$ cat src/rtl/core_mem_pkg.sv
// Shared types and constants for the core_mem memory-access stage.
package core_mem_pkg;

  // Load/store size encodings carried in funct3
  localparam logic [2:0] F3_B  = 3'b000;
  localparam logic [2:0] F3_H  = 3'b001;
  localparam logic [2:0] F3_W  = 3'b010;
  localparam logic [2:0] F3_D  = 3'b011;
  localparam logic [2:0] F3_BU = 3'b100;
  localparam logic [2:0] F3_HU = 3'b101;
  localparam logic [2:0] F3_WU = 3'b110;

  // Fault causes reported to write-back
  localparam logic [1:0] FC_NONE     = 2'd0;
  localparam logic [1:0] FC_MISALIGN = 2'd1;
  localparam logic [1:0] FC_ACCESS   = 2'd2;

  typedef struct packed {
    logic        valid;
    logic [63:0] PC;
    logic [2:0]  funct3;
    logic [63:0] data;
    logic [63:0] addr;
    logic [4:0]  rd;
    logic        we;
    logic        ld;
    logic        st;
    logic [11:0] csr;
    logic [63:0] csr_data;
    logic        csr_st;
  } EX_MEM_t;

  typedef struct packed {
    logic        valid;
    logic [63:0] PC;
    logic [63:0] data;
    logic [4:0]  rd;
    logic        we;
    logic [11:0] csr;
    logic [63:0] csr_data;
    logic        csr_st;
    logic        fault;
    logic [1:0]  fault_cause;
  } MEM_WB_t;

  typedef enum logic [1:0] {
    ST_IDLE  = 2'd0,
    ST_BUS   = 2'd1,
    ST_HOLD  = 2'd2,
    ST_DRAIN = 2'd3
  } mem_state_e;

endpackage

$ cat src/rtl/core_mem_if.sv
// 64-bit single-outstanding data-bus handshake between core_mem and memory.
interface core_mem_if;
  logic        req;
  logic        we;
  logic [63:0] addr;
  logic [63:0] wdata;
  logic [7:0]  wstrb;
  logic        ack;
  logic        err;
  logic [63:0] rdata;

  modport master (
    output req, we, addr, wdata, wstrb,
    input  ack, err, rdata
  );

  modport slave (
    input  req, we, addr, wdata, wstrb,
    output ack, err, rdata
  );
endinterface

$ cat src/rtl/core_mem_align.sv
// Byte-lane handling for core_mem: misalignment check and store lane
// placement on the issue side, load extraction and extension on the
// response side.
module core_mem_align
  import core_mem_pkg::*;
(
  input  logic [2:0]  iss_funct3,
  input  logic [2:0]  iss_lane,
  input  logic [63:0] iss_data,
  output logic        iss_misalign,
  output logic [7:0]  iss_wstrb,
  output logic [63:0] iss_wdata,
  input  logic [2:0]  rsp_funct3,
  input  logic [2:0]  rsp_lane,
  input  logic [63:0] rsp_rdata,
  output logic [63:0] rsp_data
);

  logic [63:0] rsp_shift_s;

  // Issue side: natural-alignment check, byte strobes and lane-shifted store data
  always_comb begin
    iss_misalign = 1'b0;
    iss_wstrb    = 8'h00;
    iss_wdata    = iss_data << {iss_lane, 3'b000};
    case (iss_funct3)
      F3_B, F3_BU: begin
        iss_misalign = 1'b0;
        iss_wstrb    = 8'h01 << iss_lane;
      end
      F3_H, F3_HU: begin
        iss_misalign = iss_lane[0];
        iss_wstrb    = 8'h03 << iss_lane;
      end
      F3_W, F3_WU: begin
        iss_misalign = (iss_lane[1:0] != 2'b00);
        iss_wstrb    = 8'h0F << iss_lane;
      end
      F3_D: begin
        iss_misalign = (iss_lane != 3'b000);
        iss_wstrb    = 8'hFF;
      end
      default: begin
        iss_misalign = 1'b0;
        iss_wstrb    = 8'h00;
      end
    endcase
  end

  // Response side: move the addressed bytes to bit 0, then sign/zero extend
  always_comb begin
    rsp_shift_s = rsp_rdata >> {rsp_lane, 3'b000};
    rsp_data    = rsp_shift_s;
    case (rsp_funct3)
      F3_B:    rsp_data = {{56{rsp_shift_s[7]}}, rsp_shift_s[7:0]};
      F3_H:    rsp_data = {{48{rsp_shift_s[15]}}, rsp_shift_s[15:0]};
      F3_W:    rsp_data = {{32{rsp_shift_s[31]}}, rsp_shift_s[31:0]};
      F3_D:    rsp_data = rsp_shift_s;
      F3_BU:   rsp_data = {56'd0, rsp_shift_s[7:0]};
      F3_HU:   rsp_data = {48'd0, rsp_shift_s[15:0]};
      F3_WU:   rsp_data = {32'd0, rsp_shift_s[31:0]};
      default: rsp_data = rsp_shift_s;
    endcase
  end

endmodule

$ cat src/rtl/core_mem.sv
// Memory-access pipeline stage: passes non-memory ops through in one cycle,
// runs loads/stores over a single-outstanding data bus and stalls upstream
// while a transaction is in flight.
module core_mem
  import core_mem_pkg::*;
(
  input  logic              i_clk,
  input  logic              i_reset,
  input  EX_MEM_t           i_EX_MEM,
  output MEM_WB_t           o_MEM_WB,
  input  logic              i_stall,
  input  logic              i_flush,
  output logic              o_busy,
  core_mem_if.master        dbus
);

  mem_state_e  state_r, state_s;
  MEM_WB_t     mem_wb_r, mem_wb_s;
  MEM_WB_t     skid_r;
  MEM_WB_t     req_meta_r;
  MEM_WB_t     pass_res_s, bus_res_s;
  logic [63:0] req_addr_r, req_wdata_r;
  logic [7:0]  req_wstrb_r;
  logic        req_we_r, req_ld_r;
  logic [2:0]  req_funct3_r, req_lane_r;
  logic        mem_op_s, misalign_s, capture_s, skid_load_s, busy_s;
  logic [7:0]  iss_wstrb_s;
  logic [63:0] iss_wdata_s, ld_data_s;

  assign mem_op_s = i_EX_MEM.valid && (i_EX_MEM.ld || i_EX_MEM.st);

  core_mem_align u_align (
    .iss_funct3   (i_EX_MEM.funct3),
    .iss_lane     (i_EX_MEM.addr[2:0]),
    .iss_data     (i_EX_MEM.data),
    .iss_misalign (misalign_s),
    .iss_wstrb    (iss_wstrb_s),
    .iss_wdata    (iss_wdata_s),
    .rsp_funct3   (req_funct3_r),
    .rsp_lane     (req_lane_r),
    .rsp_rdata    (dbus.rdata),
    .rsp_data     (ld_data_s)
  );

  // One-cycle result for non-memory ops and misaligned memory ops
  always_comb begin
    pass_res_s = '0;
    if (i_EX_MEM.valid) begin
      pass_res_s.valid    = 1'b1;
      pass_res_s.PC       = i_EX_MEM.PC;
      pass_res_s.rd       = i_EX_MEM.rd;
      pass_res_s.csr      = i_EX_MEM.csr;
      pass_res_s.csr_data = i_EX_MEM.csr_data;
      pass_res_s.csr_st   = i_EX_MEM.csr_st;
      if (mem_op_s) begin
        pass_res_s.fault       = 1'b1;
        pass_res_s.fault_cause = FC_MISALIGN;
        pass_res_s.we          = 1'b0;
        pass_res_s.data        = 64'd0;
      end else begin
        pass_res_s.fault       = 1'b0;
        pass_res_s.fault_cause = FC_NONE;
        pass_res_s.we          = i_EX_MEM.we;
        pass_res_s.data        = i_EX_MEM.data;
      end
    end else begin
      pass_res_s = '0;
    end
  end

  // Result of the outstanding bus transaction, valid in the ack cycle
  always_comb begin
    bus_res_s = req_meta_r;
    if (dbus.err) begin
      bus_res_s.fault       = 1'b1;
      bus_res_s.fault_cause = FC_ACCESS;
      bus_res_s.we          = 1'b0;
      bus_res_s.data        = 64'd0;
    end else if (req_ld_r) begin
      bus_res_s.data = ld_data_s;
    end else begin
      bus_res_s.we   = 1'b0;
      bus_res_s.data = 64'd0;
    end
  end

  // State register
  always_ff @(posedge i_clk) begin
    if (i_reset) begin
      state_r <= ST_IDLE;
    end else begin
      state_r <= state_s;
    end
  end

  // Next state, next output value and the busy/stall request
  always_comb begin
    state_s     = state_r;
    mem_wb_s    = mem_wb_r;
    capture_s   = 1'b0;
    skid_load_s = 1'b0;
    busy_s      = 1'b0;
    case (state_r)
      ST_IDLE: begin
        busy_s = mem_op_s && !misalign_s;
        if (i_flush) begin
          mem_wb_s = '0;
        end else if (i_stall) begin
          mem_wb_s = mem_wb_r;
        end else if (mem_op_s && !misalign_s) begin
          capture_s = 1'b1;
          mem_wb_s  = '0;
          state_s   = ST_BUS;
        end else begin
          mem_wb_s = pass_res_s;
        end
      end
      ST_BUS: begin
        busy_s = !dbus.ack;
        if (i_flush) begin
          mem_wb_s = '0;
          state_s  = dbus.ack ? ST_IDLE : ST_DRAIN;
        end else if (dbus.ack && i_stall) begin
          skid_load_s = 1'b1;
          state_s     = ST_HOLD;
        end else if (dbus.ack) begin
          mem_wb_s = bus_res_s;
          state_s  = ST_IDLE;
        end else if (i_stall) begin
          mem_wb_s = mem_wb_r;
        end else begin
          mem_wb_s = '0;
        end
      end
      ST_HOLD: begin
        busy_s = 1'b1;
        if (i_flush) begin
          mem_wb_s = '0;
          state_s  = ST_IDLE;
        end else if (!i_stall) begin
          mem_wb_s = skid_r;
          state_s  = ST_IDLE;
        end else begin
          mem_wb_s = mem_wb_r;
        end
      end
      ST_DRAIN: begin
        // An issued request cannot be withdrawn; wait for ack and drop it
        busy_s  = 1'b1;
        state_s = dbus.ack ? ST_IDLE : ST_DRAIN;
        if (i_flush || !i_stall) begin
          mem_wb_s = '0;
        end else begin
          mem_wb_s = mem_wb_r;
        end
      end
      default: begin
        state_s  = ST_IDLE;
        mem_wb_s = '0;
      end
    endcase
  end

  // Request registers: captured once per transaction so the bus stays stable
  always_ff @(posedge i_clk) begin
    if (i_reset) begin
      req_addr_r   <= 64'd0;
      req_wdata_r  <= 64'd0;
      req_wstrb_r  <= 8'h00;
      req_we_r     <= 1'b0;
      req_ld_r     <= 1'b0;
      req_funct3_r <= 3'b000;
      req_lane_r   <= 3'b000;
      req_meta_r   <= '0;
    end else if (capture_s) begin
      req_addr_r          <= {i_EX_MEM.addr[63:3], 3'b000};
      req_we_r            <= i_EX_MEM.st && !i_EX_MEM.ld;
      req_ld_r            <= i_EX_MEM.ld;
      req_wdata_r         <= (i_EX_MEM.st && !i_EX_MEM.ld) ? iss_wdata_s : 64'd0;
      req_wstrb_r         <= (i_EX_MEM.st && !i_EX_MEM.ld) ? iss_wstrb_s : 8'h00;
      req_funct3_r        <= i_EX_MEM.funct3;
      req_lane_r          <= i_EX_MEM.addr[2:0];
      req_meta_r          <= '0;
      req_meta_r.valid    <= 1'b1;
      req_meta_r.PC       <= i_EX_MEM.PC;
      req_meta_r.rd       <= i_EX_MEM.rd;
      req_meta_r.we       <= i_EX_MEM.we;
      req_meta_r.csr      <= i_EX_MEM.csr;
      req_meta_r.csr_data <= i_EX_MEM.csr_data;
      req_meta_r.csr_st   <= i_EX_MEM.csr_st;
    end else begin
      req_addr_r <= req_addr_r;
    end
  end

  // Skid register holds a response that arrived while write-back was stalled
  always_ff @(posedge i_clk) begin
    if (i_reset) begin
      skid_r <= '0;
    end else if (skid_load_s) begin
      skid_r <= bus_res_s;
    end else begin
      skid_r <= skid_r;
    end
  end

  // Output register toward write-back
  always_ff @(posedge i_clk) begin
    if (i_reset) begin
      mem_wb_r <= '0;
    end else begin
      mem_wb_r <= mem_wb_s;
    end
  end

  assign o_MEM_WB   = mem_wb_r;
  assign o_busy     = busy_s;
  assign dbus.req   = (state_r == ST_BUS) || (state_r == ST_DRAIN);
  assign dbus.we    = req_we_r;
  assign dbus.addr  = req_addr_r;
  assign dbus.wdata = req_wdata_r;
  assign dbus.wstrb = req_wstrb_r;

endmodule

$ cat src/flat_wrapper.sv
// flat-port wrapper written by rule: the top's interface ports become plain ports
module core_mem_flat import core_mem_pkg::*;
  (i_clk, i_reset, i_EX_MEM, o_MEM_WB, i_stall, i_flush, o_busy, dbus_req, dbus_we, dbus_addr, dbus_wdata, dbus_wstrb, dbus_ack, dbus_err, dbus_rdata);
  core_mem_if dbus_i ();
  input  logic i_clk;
  input  logic i_reset;
  input  EX_MEM_t i_EX_MEM;
  output MEM_WB_t o_MEM_WB;
  input  logic i_stall;
  input  logic i_flush;
  output logic o_busy;
  output wire logic [$bits(dbus_i.req)-1:0] dbus_req;
  output wire logic [$bits(dbus_i.we)-1:0] dbus_we;
  output wire logic [$bits(dbus_i.addr)-1:0] dbus_addr;
  output wire logic [$bits(dbus_i.wdata)-1:0] dbus_wdata;
  output wire logic [$bits(dbus_i.wstrb)-1:0] dbus_wstrb;
  input wire logic [$bits(dbus_i.ack)-1:0] dbus_ack;
  input wire logic [$bits(dbus_i.err)-1:0] dbus_err;
  input wire logic [$bits(dbus_i.rdata)-1:0] dbus_rdata;
  assign dbus_req = dbus_i.req;
  assign dbus_we = dbus_i.we;
  assign dbus_addr = dbus_i.addr;
  assign dbus_wdata = dbus_i.wdata;
  assign dbus_wstrb = dbus_i.wstrb;
  assign dbus_i.ack = dbus_ack;
  assign dbus_i.err = dbus_err;
  assign dbus_i.rdata = dbus_rdata;
  core_mem u_core (.i_clk(i_clk), .i_reset(i_reset), .i_EX_MEM(i_EX_MEM), .o_MEM_WB(o_MEM_WB), .i_stall(i_stall), .i_flush(i_flush), .o_busy(o_busy), .dbus(dbus_i));
endmodule
$ cat config.mk
export PLATFORM = sky130hd
export DESIGN_NAME = core_mem_flat
export DESIGN_NICKNAME = d
export VERILOG_FILES = /design/src/rtl/core_mem_pkg.sv /design/src/rtl/core_mem_if.sv /design/src/rtl/core_mem_align.sv /design/src/rtl/core_mem.sv /design/src/flat_wrapper.sv
export SDC_FILE = /design/constraint.sdc
export NUM_CORES = 2
export LEC_CHECK = 0
export ABC_AREA = 0
export CAP_MARGIN = 20
export CORE_ASPECT_RATIO = 1.5
export CORE_MARGIN = 2
export CORE_UTILIZATION = 40
export DETAILED_ROUTE_END_ITERATION = 6
export PLACE_DENSITY_LB_ADDON = 0.1
export SYNTH_ARGS = -nofsm -noshare
export SYNTH_HDL_FRONTEND = slang
export SYNTH_SLANG_ARGS = --single-unit
$ cat constraint.sdc
create_clock -name i_clk -period 2.5 [get_ports i_clk]
set_clock_uncertainty 0.1 [all_clocks]
set_input_delay 0.375 -clock i_clk [delete_from_list [all_inputs] [get_ports i_clk]]
set_output_delay 0.375 -clock i_clk [all_outputs]
set_load 0.005 [all_outputs]
==> metrics.yaml <==
cells_and_area:
  final_util: 0.570
  nNetsFinal: 4782
  syn_to_final_growth_pct: 41.0
  drive_above_1_share: 0.127
  final_cells: 5508
  fill_cells: 7094
timing:
  rsz0062_at_grt: "false"
  finalSetupViolCount: 0
  hold_viol: 0
  timing.max_slew.rel_slack: 0.380
  post-route-period-util: 0.955
  fin_setup_tns_ps: 0
  max_clock_freq_ghz: 0.419
  period_needed_ps: 2390
  worstMarginPinSlew_ps: 930
  drv_slew: 0
synthesis:
  avgSynthCellArea_um2: 8.47
  synth_cells: 3702
  ys_seq_area_frac: 0.459
  synthArstFlopShare: 0
  synth_top_area_frac: 0.459
  synth_most_common_cell: "nand2_1"
  ys_top_cells_by_area: "dfxtp_1 46%, nand2_1 11%, a21oi_1 8.2%"
  yosys-top-cells-count: "880 x nand2_1, 719 x dfxtp_1, 513 x a21oi_1"
  yosys_warnings: 0
  synth_edf_count: 0
  synth_cell_types: 69
  ys_ff_latch: 719
  netlist.top_cell.by_area: "dfxtp_1"
  syn_area_mm2: 0.0313
  ys.flop_type: "dfxtp_1"
place:
  gp_congestion: 0.957
  dp_hpwl_um: 95900
  place.port_buffers: 701
  place_inst: 5363
global_route:
  overflow: 0
  antenna_found_initial: 6
  grt.total_usage: 0.320
  grt_pass1_wl_um: 198000
  grt_pass1_vias: 31100
  grt_max_degree: 157
clocking:
  cts_buffer_depth: 3
  htree_levels: 3
  path_clk_slew_ps: 60
  cts_buffers: 74
  cts_tree: "done"
  clockRootBuffer: "clkbuf_16"
  cts_sinks: 719
  insertion_delay_ps: 630
min_path:
  hold_path.class: "in -> reg"
  holdPathStages: 4
  whs_endpoint: "u_core.req_funct3_r[1]$_SDFFE_PP0P_"
  hp-start: "i_EX_MEM[214]"
floorplan:
  dieArea_mm2: 0.0807
  initial_core_util: 0.404
  die_height_um: 347
  io_pins: 705
  die_w_um: 233
  fp-row-count: 125
  coreArea_mm2: 0.0776
flow_run:
  maxCapViolCount: 0
power_and_ir_drop:
  powerDensity_mw_per_mm2: 600
  power.leakage_nw: 15.5
  ir_drop_uv: 507
drt:
  avgRoutedWirePerCell_um: 24.4
  route.detailed.drc: 0
  wl_met1_um: 53500
  wl_met2_um: 63900
  totalWireLength_um: 135000
  vias: 32100
  met3_length_um: 10300
  first_iter_violations: 3275
  firstDrtPassIters: 7
  ant_nets: 0
  vias_per_cell: 5.84
  top_layer: "met5"
worst_setup_path:
  cp.arrival_ps: 2790
  rr_worst_depth: 6
  critical_path_peak_fanout: 8
  critical-path-top-delay-family: "compound AO/OA/AOI/OAI gates"
  path_class: "reg -> reg"
  slowest_stage: "mux4_2"
  path_cells: "buf_12 > mux4_2 > a22oi_1 > o21ai_0 > o31ai_1 > a21oi_1"
  start_kind: "flip-flop"
  endpoint_kind: "flip-flop"
  crit-reg2reg-launch: "u_core.req_lane_r[0]$_SDFFE_PP0P_"
  cpPeakStageDelay_ps: 530
  path_buf_inv: 1
  cp.required_ps: 2910
  crit_cells: 6
  rrSetupSlack_ps: 110
  worstReg2RegEnd: "u_core.o_MEM_WB[106]$_SDFFE_PP0P_"
outcome:
  outcome: "finished clean"
-- sequential cells by signal, summed over array words and instances (netlist names) --
signal	cells
u_core.dbus.wdata	64
u_core.skid_r	213
u_core.dbus.wstrb	8
u_core.dbus.we	1
u_core.req_ld_r	1
u_core.state_r	2
u_core.req_funct3_r	3
u_core.bus_res_s	147
u_core.o_MEM_WB	215
u_core.req_meta_r	1
u_core.dbus.addr	61
u_core.req_lane_r	3
-- worst max path at each step --
stage                                       from                                  to  slack, ps
3_5_place_dp                       i_EX_MEM[213]                              o_busy       -650
3_3_place_gp                       i_EX_MEM[213]  u_core.bus_res_s[174]$_SDFFE_PP0P_       -590
5_1_grt        u_core.req_lane_r[0]$_SDFFE_PP0P_   u_core.o_MEM_WB[105]$_SDFFE_PP0P_          1
2_1_floorplan                      i_EX_MEM[213]  u_core.dbus.wdata[54]$_SDFFE_PP0P_        370
6_report       u_core.req_lane_r[0]$_SDFFE_PP0P_   u_core.o_MEM_WB[106]$_SDFFE_PP0P_        110
4_1_cts        u_core.req_lane_r[0]$_SDFFE_PP0P_    u_core.o_MEM_WB[98]$_SDFFE_PP0P_         20
-- metal layers --
metal	up-vias	track usage
met2	1456	0.531
met1	15500	0.399
met3	271	0.0579
met4	4	0.155
met5	-	0
li1	14900	-
-- cell families after synthesis --
family / count (synthesis) / share of synthesized area
simple gates: 1223 / 0.157
buf+inv: 388 / 0.0529
compound gates: 1229 / 0.270
mux: 137 / 0.0586
fa+ha+maj: 5 / 0.00200
flops: 719 / 0.459
other cells: 1 / 0.000120
-- placed cells by master (no fill, tap or decap), types with 9 or more instances in the layout --
cell type | Yosys | layout
inv_1 | 9 | 9
a22oi_1 | 58 | 57
mux2_2 | 52 | 52
mux4_2 | 32 | 32
buf_12 | 0 | 83
a31oi_1 | 37 | 37
a222oi_1 | 166 | 166
a21oi_1 | 513 | 513
and2_1 | 11 | 10
o2bb2ai_1 | 23 | 23
mux2i_1 | 53 | 53
a211oi_1 | 29 | 29
a22o_1 | 179 | 179
o31ai_1 | 12 | 12
nand3_1 | 29 | 28
clkbuf_8 | 0 | 15
nand2_1 | 880 | 879
dfxtp_1 | 719 | 717
clkinv_2 | 0 | 12
o21ai_0 | 95 | 93
clkdlybuf4s50_1 | 0 | 690
a32oi_1 | 25 | 25
nor2_1 | 221 | 216
a221oi_1 | 29 | 29
nor2b_1 | 18 | 13
clkbuf_16 | 0 | 77
o22ai_1 | 12 | 12
clkbuf_1 | 222 | 17
or3_1 | 13 | 13
buf_4 | 7 | 239
-- power breakdown --
part / switching (mW) / internal [mW] / total (mW)
clock: 4.94 / 6.97 / 11.9
sequential: 0.110 / 11.6 / 11.7
combinational: 1.54 / 1.36 / 2.91
-- final cells by class --
type / count / area [µm²] / area share
Multi-Input combinational cell: 2597 / 15400 / 0.349
Sequential cell: 719 / 14400 / 0.326
Timing Repair Buffer: 1024 / 10500 / 0.237
Clock buffer: 109 / 2200 / 0.0497
Tap cell: 1016 / 1270 / 0.0288
Clock inverter: 28 / 393 / 0.00889
Inverter: 10 / 37.5 / 0.000849
Antenna cell: 5 / 12.5 / 0.000283
-- worst reg2reg max path, stage by stage, from the launching register on --
cell and delay, ps:
dfxtp_2 490, buf_12 180, mux4_2 540, a22oi_1 310, o21ai_0 210, o31ai_1 320
a21oi_1 120
-- what timing repair did --
item                                   4_1_cts  5_1_grt
hold buffers                                 2        0
pin swaps                                    4        0
gates resized for setup                     23        4
setup endpoints to repair                    2       24
cloned                                       0        0
setup buffers                                1        0
endpoints found under the hold margin        6        0
-- metrics by stage --
stage               total power, mW  setup slack (ps)  cell area, µm²  hold slack [ps]
global placement               14.8              -590           41500              327
global route                   27.3              1.14           44200              112
detailed placement             14.8              -653           41500              334
floorplan                      13.0               374           31400              315
CTS                            26.7              21.1           44200             87.6
finish                         26.5               112           44200              130
Power figures use the tool's default switching activity.
